<file path="src/rtl/fifo_pkg.sv">
// Shared types and pointer helpers for the async FIFO read/write ports.
// Gray/binary conversions take a run-time width so one function serves every pointer size.
package fifo_pkg;

  typedef enum logic [0:0] {
    RD_EMPTY = 1'b0,
    RD_FULL  = 1'b1
  } rd_state_e;

  function automatic logic [31:0] bin2gray(input logic [31:0] bin, input int unsigned width);
    logic [31:0] gray;
    gray = bin ^ (bin >> 1);
    for (int i = 0; i < 32; i++) begin
      if (i >= width) gray[i] = 1'b0;
    end
    return gray;
  endfunction

  function automatic logic [31:0] gray2bin(input logic [31:0] gray, input int unsigned width);
    logic [31:0] gm;
    logic [31:0] bin;
    for (int i = 0; i < 32; i++) begin
      gm[i] = (i < width) ? gray[i] : 1'b0;
    end
    bin[31] = gm[31];
    for (int i = 30; i >= 0; i--) begin
      bin[i] = bin[i+1] ^ gm[i];
    end
    return bin;
  endfunction

  // True when the pointer carries exactly one wrap bit above the storage index.
  function automatic bit depth_ok(input int unsigned f_depth, input int unsigned p_size);
    return (p_size >= 2) && (p_size <= 31) && (f_depth == (32'd1 << (p_size - 1)));
  endfunction

endpackage

</file>
<file path="src/rtl/fifo_rd_port_if.sv">
// Consumer-side handshake bundle of the FIFO read port.
// r_almost_empty exists only when FIFO_RD_ALMOST_EMPTY_EN is defined.
interface fifo_rd_port_if #(
  parameter int unsigned D_SIZE = 16,
  parameter int unsigned P_SIZE = 4
);

  logic [D_SIZE-1:0] r_data;
  logic              r_valid;
  logic              r_ready;
  logic [P_SIZE-1:0] r_level;
  logic              r_err;
`ifdef FIFO_RD_ALMOST_EMPTY_EN
  logic              r_almost_empty;

  modport master (output r_data, r_valid, r_level, r_err, r_almost_empty, input r_ready);
  modport slave  (input r_data, r_valid, r_level, r_err, r_almost_empty, output r_ready);
`else
  modport master (output r_data, r_valid, r_level, r_err, input r_ready);
  modport slave  (input r_data, r_valid, r_level, r_err, output r_ready);
`endif

endinterface

</file>
<file path="src/rtl/fifo_rd_ptr.sv">
// Read pointer (binary + Gray), storage empty compare and storage-side entry count.
module fifo_rd_ptr
  import fifo_pkg::*;
#(
  parameter int unsigned P_SIZE = 4
) (
  input  logic              clk,
  input  logic              rst,
  input  logic              inc,
  input  logic [P_SIZE-1:0] wptr_gray_sync,
  output logic [P_SIZE-1:0] rptr_gray,
  output logic [P_SIZE-2:0] mem_raddr,
  output logic              mem_empty,
  output logic [P_SIZE-1:0] mem_cnt
);

  logic [P_SIZE-1:0] rptr_bin_q, rptr_bin_d;
  logic [P_SIZE-1:0] rptr_gray_q, rptr_gray_d;
  logic [P_SIZE-1:0] wptr_bin;
  logic [31:0]       gray_full, wbin_full;
  logic              unused_hi;

  always_comb begin
    rptr_bin_d  = rptr_bin_q + P_SIZE'(inc);
    gray_full   = bin2gray(32'(rptr_bin_d), P_SIZE);
    rptr_gray_d = gray_full[P_SIZE-1:0];
    wbin_full   = gray2bin(32'(wptr_gray_sync), P_SIZE);
    wptr_bin    = wbin_full[P_SIZE-1:0];
  end

  assign unused_hi = ^{gray_full[31:P_SIZE], wbin_full[31:P_SIZE]};

  // Full-width compare: equal index with differing wrap bits means full, not empty.
  assign mem_empty = (rptr_gray_q == wptr_gray_sync);
  assign mem_cnt   = wptr_bin - rptr_bin_q;
  assign mem_raddr = rptr_bin_q[P_SIZE-2:0];
  assign rptr_gray = rptr_gray_q;

  always_ff @(posedge clk) begin
    if (rst) begin
      rptr_bin_q  <= '0;
      rptr_gray_q <= '0;
    end else begin
      rptr_bin_q  <= rptr_bin_d;
      rptr_gray_q <= rptr_gray_d;
    end
  end

endmodule

</file>
<file path="src/rtl/fifo_rd_port.sv">
// Read-domain controller of the async FIFO: registered FWFT output, level and overflow flag.
// Optional macro FIFO_RD_ALMOST_EMPTY_EN adds a registered r_almost_empty output.
module fifo_rd_port
  import fifo_pkg::*;
#(
  parameter int unsigned D_SIZE    = 16,
  parameter int unsigned F_DEPTH   = 8,
  parameter int unsigned P_SIZE    = 4,
  parameter int unsigned AE_THRESH = 2
) (
  input  logic              r_clk,
  input  logic              r_rst,
  input  logic [P_SIZE-1:0] wptr_gray_sync,
  input  logic [D_SIZE-1:0] mem_rdata,
  output logic [P_SIZE-2:0] mem_raddr,
  output logic [P_SIZE-1:0] rptr_gray,
  fifo_rd_port_if.master    rd
);

  localparam bit CfgOk = depth_ok(F_DEPTH, P_SIZE) && (AE_THRESH <= F_DEPTH);
  localparam logic [P_SIZE-1:0] DepthCnt = P_SIZE'(F_DEPTH);

  if (!CfgOk) begin : gen_cfg_check
    $fatal(1, "fifo_rd_port: F_DEPTH must be 2**(P_SIZE-1) and AE_THRESH <= F_DEPTH");
  end

  rd_state_e         state_q, state_d;
  logic [D_SIZE-1:0] r_data_q, r_data_d;
  logic              err_q, err_d;
  logic              load;
  logic              mem_empty;
  logic [P_SIZE-1:0] mem_cnt;

  fifo_rd_ptr #(
    .P_SIZE(P_SIZE)
  ) u_rd_ptr (
    .clk           (r_clk),
    .rst           (r_rst),
    .inc           (load),
    .wptr_gray_sync(wptr_gray_sync),
    .rptr_gray     (rptr_gray),
    .mem_raddr     (mem_raddr),
    .mem_empty     (mem_empty),
    .mem_cnt       (mem_cnt)
  );

  always_comb begin
    load    = !mem_empty && ((state_q == RD_EMPTY) || rd.r_ready);
    state_d = state_q;
    unique case (state_q)
      RD_EMPTY: if (load) state_d = RD_FULL;
      RD_FULL:  if (!load && rd.r_ready) state_d = RD_EMPTY;
      default:  state_d = RD_EMPTY;
    endcase
    r_data_d = load ? mem_rdata : r_data_q;
    // A count above depth can only come from a corrupted write pointer; keep it latched.
    err_d    = err_q || (mem_cnt > DepthCnt);
  end

  always_ff @(posedge r_clk) begin
    if (r_rst) begin
      state_q  <= RD_EMPTY;
      r_data_q <= '0;
      err_q    <= 1'b0;
    end else begin
      state_q  <= state_d;
      r_data_q <= r_data_d;
      err_q    <= err_d;
    end
  end

  assign rd.r_data  = r_data_q;
  assign rd.r_valid = (state_q == RD_FULL);
  assign rd.r_level = mem_cnt + P_SIZE'(rd.r_valid);
  assign rd.r_err   = err_q;

`ifdef FIFO_RD_ALMOST_EMPTY_EN
  logic [P_SIZE-1:0] level_d;
  logic              ae_q, ae_d;

  // Next-state level against the current write pointer.
  always_comb begin
    level_d = mem_cnt - P_SIZE'(load) + P_SIZE'(state_d == RD_FULL);
    ae_d    = (level_d <= P_SIZE'(AE_THRESH));
  end

  always_ff @(posedge r_clk) begin
    if (r_rst) ae_q <= 1'b1;
    else       ae_q <= ae_d;
  end

  assign rd.r_almost_empty = ae_q;
`endif

endmodule

</file>
<file path="src/flat_wrapper.sv">
// flat-port wrapper written by rule: the top's interface ports become plain ports
module fifo_rd_port_flat import fifo_pkg::*;
#(
  parameter int unsigned D_SIZE    = 16,
  parameter int unsigned F_DEPTH   = 8,
  parameter int unsigned P_SIZE    = 4,
  parameter int unsigned AE_THRESH = 2
)
  (r_clk, r_rst, wptr_gray_sync, mem_rdata, mem_raddr, rptr_gray, rd_r_data, rd_r_valid, rd_r_level, rd_r_err, rd_r_ready);
  fifo_rd_port_if #(.D_SIZE(D_SIZE), .P_SIZE(P_SIZE)) rd_i ();
  input  logic r_clk;
  input  logic r_rst;
  input  logic [P_SIZE-1:0] wptr_gray_sync;
  input  logic [D_SIZE-1:0] mem_rdata;
  output logic [P_SIZE-2:0] mem_raddr;
  output logic [P_SIZE-1:0] rptr_gray;
  output wire logic [$bits(rd_i.r_data)-1:0] rd_r_data;
  output wire logic [$bits(rd_i.r_valid)-1:0] rd_r_valid;
  output wire logic [$bits(rd_i.r_level)-1:0] rd_r_level;
  output wire logic [$bits(rd_i.r_err)-1:0] rd_r_err;
  input wire logic [$bits(rd_i.r_ready)-1:0] rd_r_ready;
  assign rd_r_data = rd_i.r_data;
  assign rd_r_valid = rd_i.r_valid;
  assign rd_r_level = rd_i.r_level;
  assign rd_r_err = rd_i.r_err;
  assign rd_i.r_ready = rd_r_ready;
  fifo_rd_port #(.D_SIZE(D_SIZE), .F_DEPTH(F_DEPTH), .P_SIZE(P_SIZE), .AE_THRESH(AE_THRESH)) u_core (.r_clk(r_clk), .r_rst(r_rst), .wptr_gray_sync(wptr_gray_sync), .mem_rdata(mem_rdata), .mem_raddr(mem_raddr), .rptr_gray(rptr_gray), .rd(rd_i));
endmodule
</file>
<file path="config.mk">
export PLATFORM = sky130hd
export DESIGN_NAME = fifo_rd_port_flat
export DESIGN_NICKNAME = d
export VERILOG_FILES = /design/src/rtl/fifo_pkg.sv /design/src/rtl/fifo_rd_port_if.sv /design/src/rtl/fifo_rd_ptr.sv /design/src/rtl/fifo_rd_port.sv /design/src/flat_wrapper.sv
export SDC_FILE = /design/constraint.sdc
export NUM_CORES = 1
export LEC_CHECK = 0
export CAP_MARGIN = 10
export CORE_UTILIZATION = 35
export CTS_BUF_LIST = sky130_fd_sc_hd__clkbuf_2
export CTS_CLUSTER_SIZE = 20
export DETAILED_ROUTE_END_ITERATION = 7
export PLACE_DENSITY = 0.69
export SLEW_MARGIN = 30
export SYNTH_ARGS = -nofsm -noshare
export SYNTH_HDL_FRONTEND = slang
export SYNTH_SLANG_ARGS = --single-unit
</file>
<file path="constraint.sdc">
create_clock -name r_clk -period 3.09 [get_ports r_clk]
set_input_delay 0.4635 -clock r_clk [delete_from_list [all_inputs] [get_ports r_clk]]
set_output_delay 0.4635 -clock r_clk [all_outputs]
set_load 0.02 [all_outputs]
</file>
==> flow_summary.toml <==
[synth]
yosysWarnings = 0
yosysMostFrequentCell = "dfxtp_1"
synth_area_um2 = 1170
seq_area_frac_synth_pct = 42.7
syn-num-nets = 144
synth_commonest_cells = "25 x dfxtp_1, 21 x nor2_1, 16 x mux2i_1, 9 x xnor2_1, 7 x ha_1"
syn_area_per_cell_um2 = 10.4
syn_inst = 113
synth_cell_types = 25
synthTopCellsByArea = "dfxtp_1 43%, mux2i_1 14%, ha_1 7.5%, nor2_1 6.7%, xnor2_1 6.7%"
ys_seq_elements = 25
synth_top_area_share_pct = 42.7
async_reset_ff_share_pct = 0
synth-edff-count = 0
synth-main-ff-cell = "dfxtp_1"
post-synth-top-area-cell = "dfxtp_1"

[detailed_routing]
wl_per_cell_um = 11.8
via_count = 982
drc = 0
dr.pass1.iters = 4
via_per_inst = 4.46
drt_iter0_drc = 16
wirelength_mm = 2.60
final_antenna_net_count = 0

[hold_path]
hp-class = "reg -> reg"
hold-path-cell-count = 2
worstHoldStart = "u_core.rd.r_err$_SDFF_PP0_"
min_to = "u_core.rd.r_err$_SDFF_PP0_"

[clocking]
cts.path.max_buffers = 2
cts_htree_levels = 1
clockRootBuffer = "clkbuf_2"
cts.sinks = 25
clk_latency_ns = 0.33
cts_buffers = 3
holdBufCountCts = 0
clkTransAtPathRegs_ns = 0.23
cts_tree = "yes"

[worst_setup_path]
ff2ff_setup_slack_ns = 1.20
crit_start = "wptr_gray_sync[3]"
r2r-start = "u_core.u_rd_ptr.rptr_gray[3]$_SDFF_PP0_"
regToRegEndpoint = "u_core.u_rd_ptr.rptr_gray[1]$_SDFF_PP0_"
crit_fanout = 2
reg2reg_depth = 7
critPathArrivalTime_ns = 2.52
critPathKind = "in -> out"
cp-start-kind = "input pin"
worstPathRequired_ns = 2.63
critPathCaptureType = "output port"

[timing]
worstMarginPinSlew_ns = 0.898
finalCriticalPeriod_ns = 2.99
skew_ns = 0.0149
whs_ns = 0.523
setup_violations = 0
rsz0062_at_grt = "no"
max_freq_mhz = 335
fin_ws_ns = 0.103
hold_viol = 0
fin_crit_sh_pct = 96.7
slew_headroom_pct = 40.0
final_max_slew_viol_count = 0

[die]
initial_core_util_pct = 37.7
io_pins = 52
coreArea_um2 = 3100
die_w_um = 59.8
die_area_um2 = 3580
rows = 20
die_y_um = 59.8

[pwr]
p_int_uw = 686
power_frac_seq_pct = 37.1
p_sw_uw = 401
p_leak_uw = 0.000824
switching_share_pct = 36.9
p_per_area_nw_per_um2 = 600
peakVddDrop_mv = 0.282
p_clk_share_pct = 11.7
pwr-share-comb_pct = 51.2

[job]
drv_cap = 0

[placed_design]
port_buffers = 51
place_congestion = 0.845
dp_hpwl_mm = 1.90
post-place-ws_ns = -0.670

[cells_and_area]
drive_gt1_share_pct = 14.8
syn_to_final_growth_pct = 54.5
fill_cells = 303
diodes = 0
nNetsFinal = 208

[global_routing]
grt_pass1_wl_mm = 4.16
antenna_found_initial = 0
grt_pass1_vias = 978
grt_max_degree = 26
grt_overflow = 0
grt_usage_pct = 15.4

[outcome]
outcome = "finished, final reports clean"
==> cell type report <==
class | instances | area, µm² | share of cell area, %
Multi-Input combinational cell | 78 | 627 | 34.6
Timing Repair Buffer | 63 | 584 | 32.3
Sequential cell | 25 | 500 | 27.7
Tap cell | 44 | 55.1 | 3.04
Inverter | 6 | 22.5 | 1.24
Clock buffer | 4 | 20.0 | 1.11
==> flip-flops by register name (all words and copies together) (netlist names) <==
signal and flops:
u_core.rd.r_data 16, u_core.u_rd_ptr.rptr_gray 4, u_core.u_rd_ptr.rptr_bin_q 3, u_core.rd.r_err 1
u_core.rd.r_valid 1
==> per-layer routing <==
layer,share of wire [%],up-vias,GRT usage (%)
met5,0,-,0
met4,0.88,0,4.98
met3,5.0,4,2.16
met2,47,34,27.3
met1,47,449,19.0
li1,-,495,-
==> per-stage QoR <==
step                      util [%]  cells  total power (µW)  TNS [ns]  area [µm²]
after floorplan                  -    113               734         0        1170
after detailed placement      57.2    215               979     -1.92        1780
final                         58.3    220              1090         0        1810
after global placement        57.2    215               966     -1.67        1780
after CTS                     58.3    220              1100         0        1810
after global routing          58.3    220              1160         0        1810
==> power groups by stage <==
stage | Sequential, µW | Clock [µW] | Combinational (µW)
floorplan | 459 | 0 | 274
global placement | 408 | 0 | 558
detailed placement | 410 | 0 | 569
CTS | 404 | 132 | 562
global route | 409 | 146 | 603
finish | 403 | 127 | 556
==> how the worst max path moves through the flow <==
stage               depth (start not counted)       endpoint
floorplan                                   8  rd_r_level[2]
global placement                           10  rd_r_level[3]
detailed placement                         10  rd_r_level[2]
CTS                                        10  rd_r_level[2]
global route                               10  rd_r_level[2]
finish                                     10  rd_r_level[2]
==> what timing repair did <==
action                                  CTS  global route
resized for setup                        19             3
endpoints found under the hold margin     0             0
endpoints found under the setup margin    4             2
pin swaps                                 1             1
buffers inserted                          1             0
==> worst max-delay path, cell delays in order <==
cell           delay (ns)
dlygate4sd2_1        0.27
xor2_2               0.20
xnor2_2              0.16
xor2_1               0.16
ha_2                 0.19
fa_1                 0.51
inv_1                0.07
ha_1                 0.20
xnor2_1              0.14
buf_4                0.16
==> logic make-up after synthesis <==
| kind of cell | after synthesis | synth area share (%) |
|---|---|---|
| simple gates | 33 | 12.7 |
| compound gates | 5 | 3.42 |
| buf+inv | 10 | 5.66 |
| fa+ha+maj | 8 | 9.19 |
| xor+xnor | 16 | 12.6 |
| mux | 16 | 13.7 |
| flops | 25 | 42.7 |
==> cells in the final DEF, fill, tap and decap left out, types with 2 or more instances in the layout <==
cell type,netlist,layout
clkdlybuf4s50_1,0,45
dfxtp_1,25,25
nor2_1,21,21
mux2i_1,16,16
buf_4,1,13
xnor2_1,9,8
inv_1,6,6
ha_1,7,6
xor2_1,6,5
clkbuf_2,0,4
nor2b_1,3,3
dlygate4sd2_1,0,3
xnor2_2,1,2
nand2_1,2,2
a21oi_1,2,2
nor3_1,2,2
buf_2,1,2
(Power assumes the default switching activity.)
==> patch 1, RTL diff (config.mk and constraints unchanged) <==
`r_data_q` no longer has a reset.
--- a/src/rtl/fifo_rd_port.sv
+++ b/src/rtl/fifo_rd_port.sv
@@ -60,13 +60,15 @@
   always_ff @(posedge r_clk) begin
     if (r_rst) begin
       state_q  <= RD_EMPTY;
-      r_data_q <= '0;
       err_q    <= 1'b0;
     end else begin
       state_q  <= state_d;
-      r_data_q <= r_data_d;
       err_q    <= err_d;
     end
+  end
+
+  always_ff @(posedge r_clk) begin
+    r_data_q <= r_data_d;
   end
 
   assign rd.r_data  = r_data_q;
Formal check against the unedited RTL: not equivalent (a bounded check fails within 4 cycles, from zero or initial values and one cycle with r_rst high).
==> patch 1 against the unedited design <==
- the run now ends with DRC left
- final cell count decreased by 21%
- final area decreased by 5.1%
- total power increased by 0.27%
- synthesized area decreased by 9.8%
- sequential power increased by 10%
- wire length decreased by 8.6%
- non-clock buffer count decreased by 1
- sequential cell count unchanged
- via count decreased by 20%
- setup slack got worse by 21 ps
- register-to-register slack got worse by 190 ps
- sequential share of layout area increased by 11 points
- largest cell class is now flip-flops and latches
==> patch 1: results (changes against the unedited design) <==
Reg2reg setup slack - 1010 ps (was 1200 ps)
Post-Synthesis Net Count - 108 (was 144)
Worst vdd rail ir drop - 351 uV (was 282 uV)
Fraction of standard cell area in multi-input logic - 22.8% (was 34.6%)
Result of the run - finished, violations left (was completed)
Tightest slew margin relative to the limit - 76.0% (was 40.0%)
GRT Total Usage - 15.3% (was 15.4%)
Worst stage delay on the critical path - 550 ps (was 510 ps)
Number of cell rows - 19 (was 20)
Clkbuf count - 3 (was 4)
Drt first pass iters - 6 (was 4)
DRC violation count after routing - 14 (was 0)
Final weighted congestion in routability-driven placement - 0.760 (was 0.845)
Number of library cell types mapped by synthesis - 21 (was 25)
Placed cell areas - 1680 um2 (was 1780 um2)
Pin count of the biggest net entering global routing - 17 (was 26)
Global-route wire length before repair - 3760 um (was 4160 um)
Proportion of final cell area spent on non-clock buffers - 34.0% (was 32.3%)
Upper clock frequency limit - 332 MHz (was 335 MHz)
Arrival time at the worst endpoint - 2540 ps (was 2520 ps)
Violated checks - DRC
Layout filler cell count - 249 (was 303)
Initial DRC count - 19 (was 16)
Via count of the first global-routing pass - 834 (was 978)
Top post-synthesis cells by area - edfxtp_1, dfxtp_1, ha_1 (was dfxtp_1, mux2i_1, ha_1)
Post-placement worst setup slack - -664 ps (was -670 ps)
Sequential cell power - 445 uW (was 403 uW)
# nets final - 174 (was 208)
==> patch 1: changes by cell type after synthesis, sizes merged, moves of 4 or more <==
cell    change
xor2        +5
mux2i      -16
dfxtp      -16
nor2       -18
buf         -4
xnor2       -5
edfxtp     +16
==> patch 1: routing by layer <==
metal | part of all wire, % | GRT usage, % | vias up
met4 | 0 | 4.18 | 0
met2 | 49 | 26.7 | 39
met5 | 0 | 0 | -
met3 | 10 | 3.17 | 0
met1 | 41 | 19.2 | 355
li1 | - | - | 391
==> patch 1: repair_timing <==
| item | in CTS | in global routing |
|---|---|---|
| resized for setup | 19 | 3 |
| hold buffers | 0 | 0 |
| pin swaps | 1 | 3 |
| endpoints found under the setup margin | 4 | 2 |
| buffers inserted | 1 | 0 |
==> patch 1: worst min-delay path by stage <==
stage | cells after the start | end | slack, ps
after global placement | 2 | u_core.rd.r_err | 470
after floorplan | 2 | u_core.rd.r_err | 560
final | 2 | u_core.rd.r_err | 540
after CTS | 2 | u_core.rd.r_valid | 540
after global routing | 2 | u_core.rd.r_valid | 560
after detailed placement | 2 | u_core.rd.r_valid | 510
==> patch 1: cell families after synthesis <==
kind of cell             count (synthesis)  synth area share [%]
XOR/XNOR                                16                  14.0
flip-flops                              25                  62.6
AO/OA/AOI/OAI                            5                  2.72
adder cells (fa/ha/maj)                  8                  10.2
AND/OR/NAND/NOR                         16                  8.06
buffers and inverters                    7                  2.49
==> patch 1: tightest hold or removal path, cell delays in order, from the launching register on <==
cell	delay [ps]
dfxtp_1	380
inv_1	70
a221oi_1	70
==> patch 1: per-stage QoR <==
| stage | cells | hold WS (ps) |
|---|---|---|
| after floorplan | 77 | 555 |
| after CTS | 173 | 541 |
| after global placement | 168 | 473 |
| after detailed placement | 168 | 512 |
| after global routing | 173 | 556 |
| final | 173 | 545 |
==> patch 2, RTL diff (config.mk and constraints unchanged) <==
Made on the original files. `D_SIZE` is set to 16 in 3 places; all go to 32.
--- a/src/rtl/fifo_rd_port_if.sv
+++ b/src/rtl/fifo_rd_port_if.sv
@@ -1,7 +1,7 @@
 // Consumer-side handshake bundle of the FIFO read port.
 // r_almost_empty exists only when FIFO_RD_ALMOST_EMPTY_EN is defined.
 interface fifo_rd_port_if #(
-  parameter int unsigned D_SIZE = 16,
+  parameter int unsigned D_SIZE = 32,
   parameter int unsigned P_SIZE = 4
 );
 
--- a/src/rtl/fifo_rd_port.sv
+++ b/src/rtl/fifo_rd_port.sv
@@ -3,7 +3,7 @@
 module fifo_rd_port
   import fifo_pkg::*;
 #(
-  parameter int unsigned D_SIZE    = 16,
+  parameter int unsigned D_SIZE    = 32,
   parameter int unsigned F_DEPTH   = 8,
   parameter int unsigned P_SIZE    = 4,
   parameter int unsigned AE_THRESH = 2
--- a/src/flat_wrapper.sv
+++ b/src/flat_wrapper.sv
@@ -1,7 +1,7 @@
 // flat-port wrapper written by rule: the top's interface ports become plain ports
 module fifo_rd_port_flat import fifo_pkg::*;
 #(
-  parameter int unsigned D_SIZE    = 16,
+  parameter int unsigned D_SIZE    = 32,
   parameter int unsigned F_DEPTH   = 8,
   parameter int unsigned P_SIZE    = 4,
   parameter int unsigned AE_THRESH = 2
Ports: changed (resized mem_rdata and rd_r_data); port bits go from 52 to 84. No check against the original RTL was run, so the function may have changed too.
==> patch 2 against the unedited design <==
- total power grew 51%
- critical endpoint unchanged
- synthesized area grew 47%
- sequential cell count grew 16
- sequential share of layout area grew 2.2 points
- setup slack gained 120 ps
- wire length grew 42%
- core utilization shrank 0.11 points
- clock power grew 140%
- clock skew grew 3.6 ps
- final area grew 52%
- via count grew 45%
- non-clock buffer count grew 32
- die area grew 46%
- final cell count grew 49%
==> patch 2: results (changes against the unedited design) <==
Result of the run - completed (unchanged)
Final weighted congestion in routability-driven placement - 0.838 (was 0.845)
Clock network share of area - 2.32% (was 1.11%)
Global routing met1 resource utilization - 18.5% (was 19.0%)
Worst vdd rail ir drop - 268 uV (was 282 uV)
Pin count of the biggest net entering global routing - 42 (was 26)
Mux share of post-synthesis cell area - 18.6% (was 13.7%)
Clock edge transition at the registers on the reported setup and hold paths - 180 ps (was 230 ps)
Number of non-clock buffers - 95 (was 63)
Drt first pass iters - 2 (was 4)
Global-route wire length before repair - 6030 um (was 4160 um)
Tightest slew margin relative to the limit - 64.6% (was 40.0%)
Number of input and output port buffers inserted - 83 (was 51)
Power consumption - 1.64 mW (was 1.09 mW)
Post-Route M1 WL - 1670 um (was 1220 um)
Clkbuf count - 6 (was 4)
Arrival time at the worst endpoint - 2400 ps (was 2520 ps)
Clk power - 303 uW (was 127 uW)
Clock root buffer master - clkbuf_2 (unchanged)
Pleak - 1.17 nW (was 0.824 nW)
WL final - 3690 um (was 2600 um)
Top cells by instance count after synthesis - dfxtp_1, nor2_1, mux2i_1 (unchanged)
Clk_skew - 18.4 ps (was 14.9 ps)
Global routing met3 resource utilization - 5.69% (was 2.16%)
Number of library cell types mapped by synthesis - 23 (was 25)
Switching power - 545 uW (was 401 uW)
TritonCTS Buffers - 5 (was 3)
Layout multi-input combinational cell count - 109 (was 78)
Avg WL per Cell - 11.3 um (was 11.8 um)
Number of sinks handled by clock tree synthesis - 41 (was 25)
GRT Total Usage - 15.0% (was 15.4%)
Post-synthesis cell area - 1730 um2 (was 1170 um2)
Initial DRC count - 35 (was 16)
Met3 wirelength from detailed routing - 334 um (was 131 um)
Post-placement worst setup slack - -687 ps (was -670 ps)
Sequential area share after synthesis - 47.5% (was 42.7%)
Buffers inserted during post-CTS setup optimization - 0 (was 1)
Synthesized-area fraction occupied by xor and xnor cells - 8.55% (was 12.6%)
Placed cell areas - 2680 um2 (was 1780 um2)
Synthesized area per cell - 10.5 um2 (was 10.4 um2)
Proportion of final cell area spent on non-clock buffers - 32.8% (was 32.3%)
Via count of the first global-routing pass - 1352 (was 978)
Placed instance count - 319 (was 215)
Half-perimeter wire length of the detailed placement result - 2680 um (was 1900 um)
Ratio of routed vias to standard cells - 4.35 (was 4.46)
Setup crit start - wptr_gray_sync[2] (was wptr_gray_sync[3])
Total number of yosys warnings - 0 (unchanged)
Top post-synthesis cells by area - dfxtp_1, mux2i_1, nor2_1 (was dfxtp_1, mux2i_1, ha_1)
Post-Synthesis Net Count - 211 (was 144)
Post-layout utilization of the core - 58.2% (was 58.3%)
Upper clock frequency limit - 349 MHz (was 335 MHz)
# nets final - 306 (was 208)
Compound-Gate Fraction of Synth Area - 3.26% (was 3.42%)
Grt met2 use - 23.3% (was 27.3%)
Flop pwr share - 39.0% (was 37.1%)
Fraction of layout instances using a drive strength above 1 - 11.5% (was 14.8%)
Fraction of standard cell area in multi-input logic - 31.0% (was 34.6%)
Maximum level of the CTS H-tree - 2 (was 1)
Total area of sequential cells - 821 um2 (was 500 um2)
patch 2: changes by cell type after synthesis, sizes merged, moves of 4 or more:
cell	change
dfxtp	+16
xor2	+5
xnor2	-5
nor2	+14
mux2i	+16
clkbuf	+4
patch 2: worst paths after layout:
check	to	cells after the start	slack, ps
max	rd_r_level[2]	10	220
min	u_core.rd.r_err	2	500
min reg2reg	u_core.rd.r_err	2	500
max reg2reg	u_core.u_rd_ptr.rptr_gray[1]	8	1100
patch 2: critical path, delay by kind of cell:
family	cells	cell delay, ps
xor+xnor	4	660
fa+ha+maj	3	940
buf+inv	3	340
patch 2: timing repair:
| item | 4_1_cts | 5_1_grt |
|---|---|---|
| gates resized for setup | 18 | 8 |
| pin swaps | 1 | 6 |
| endpoints found under the setup margin | 4 | 3 |
| hold buffers | 0 | 0 |
| endpoints found under the hold margin | 0 | 0 |
| gates cloned | 0 | 0 |
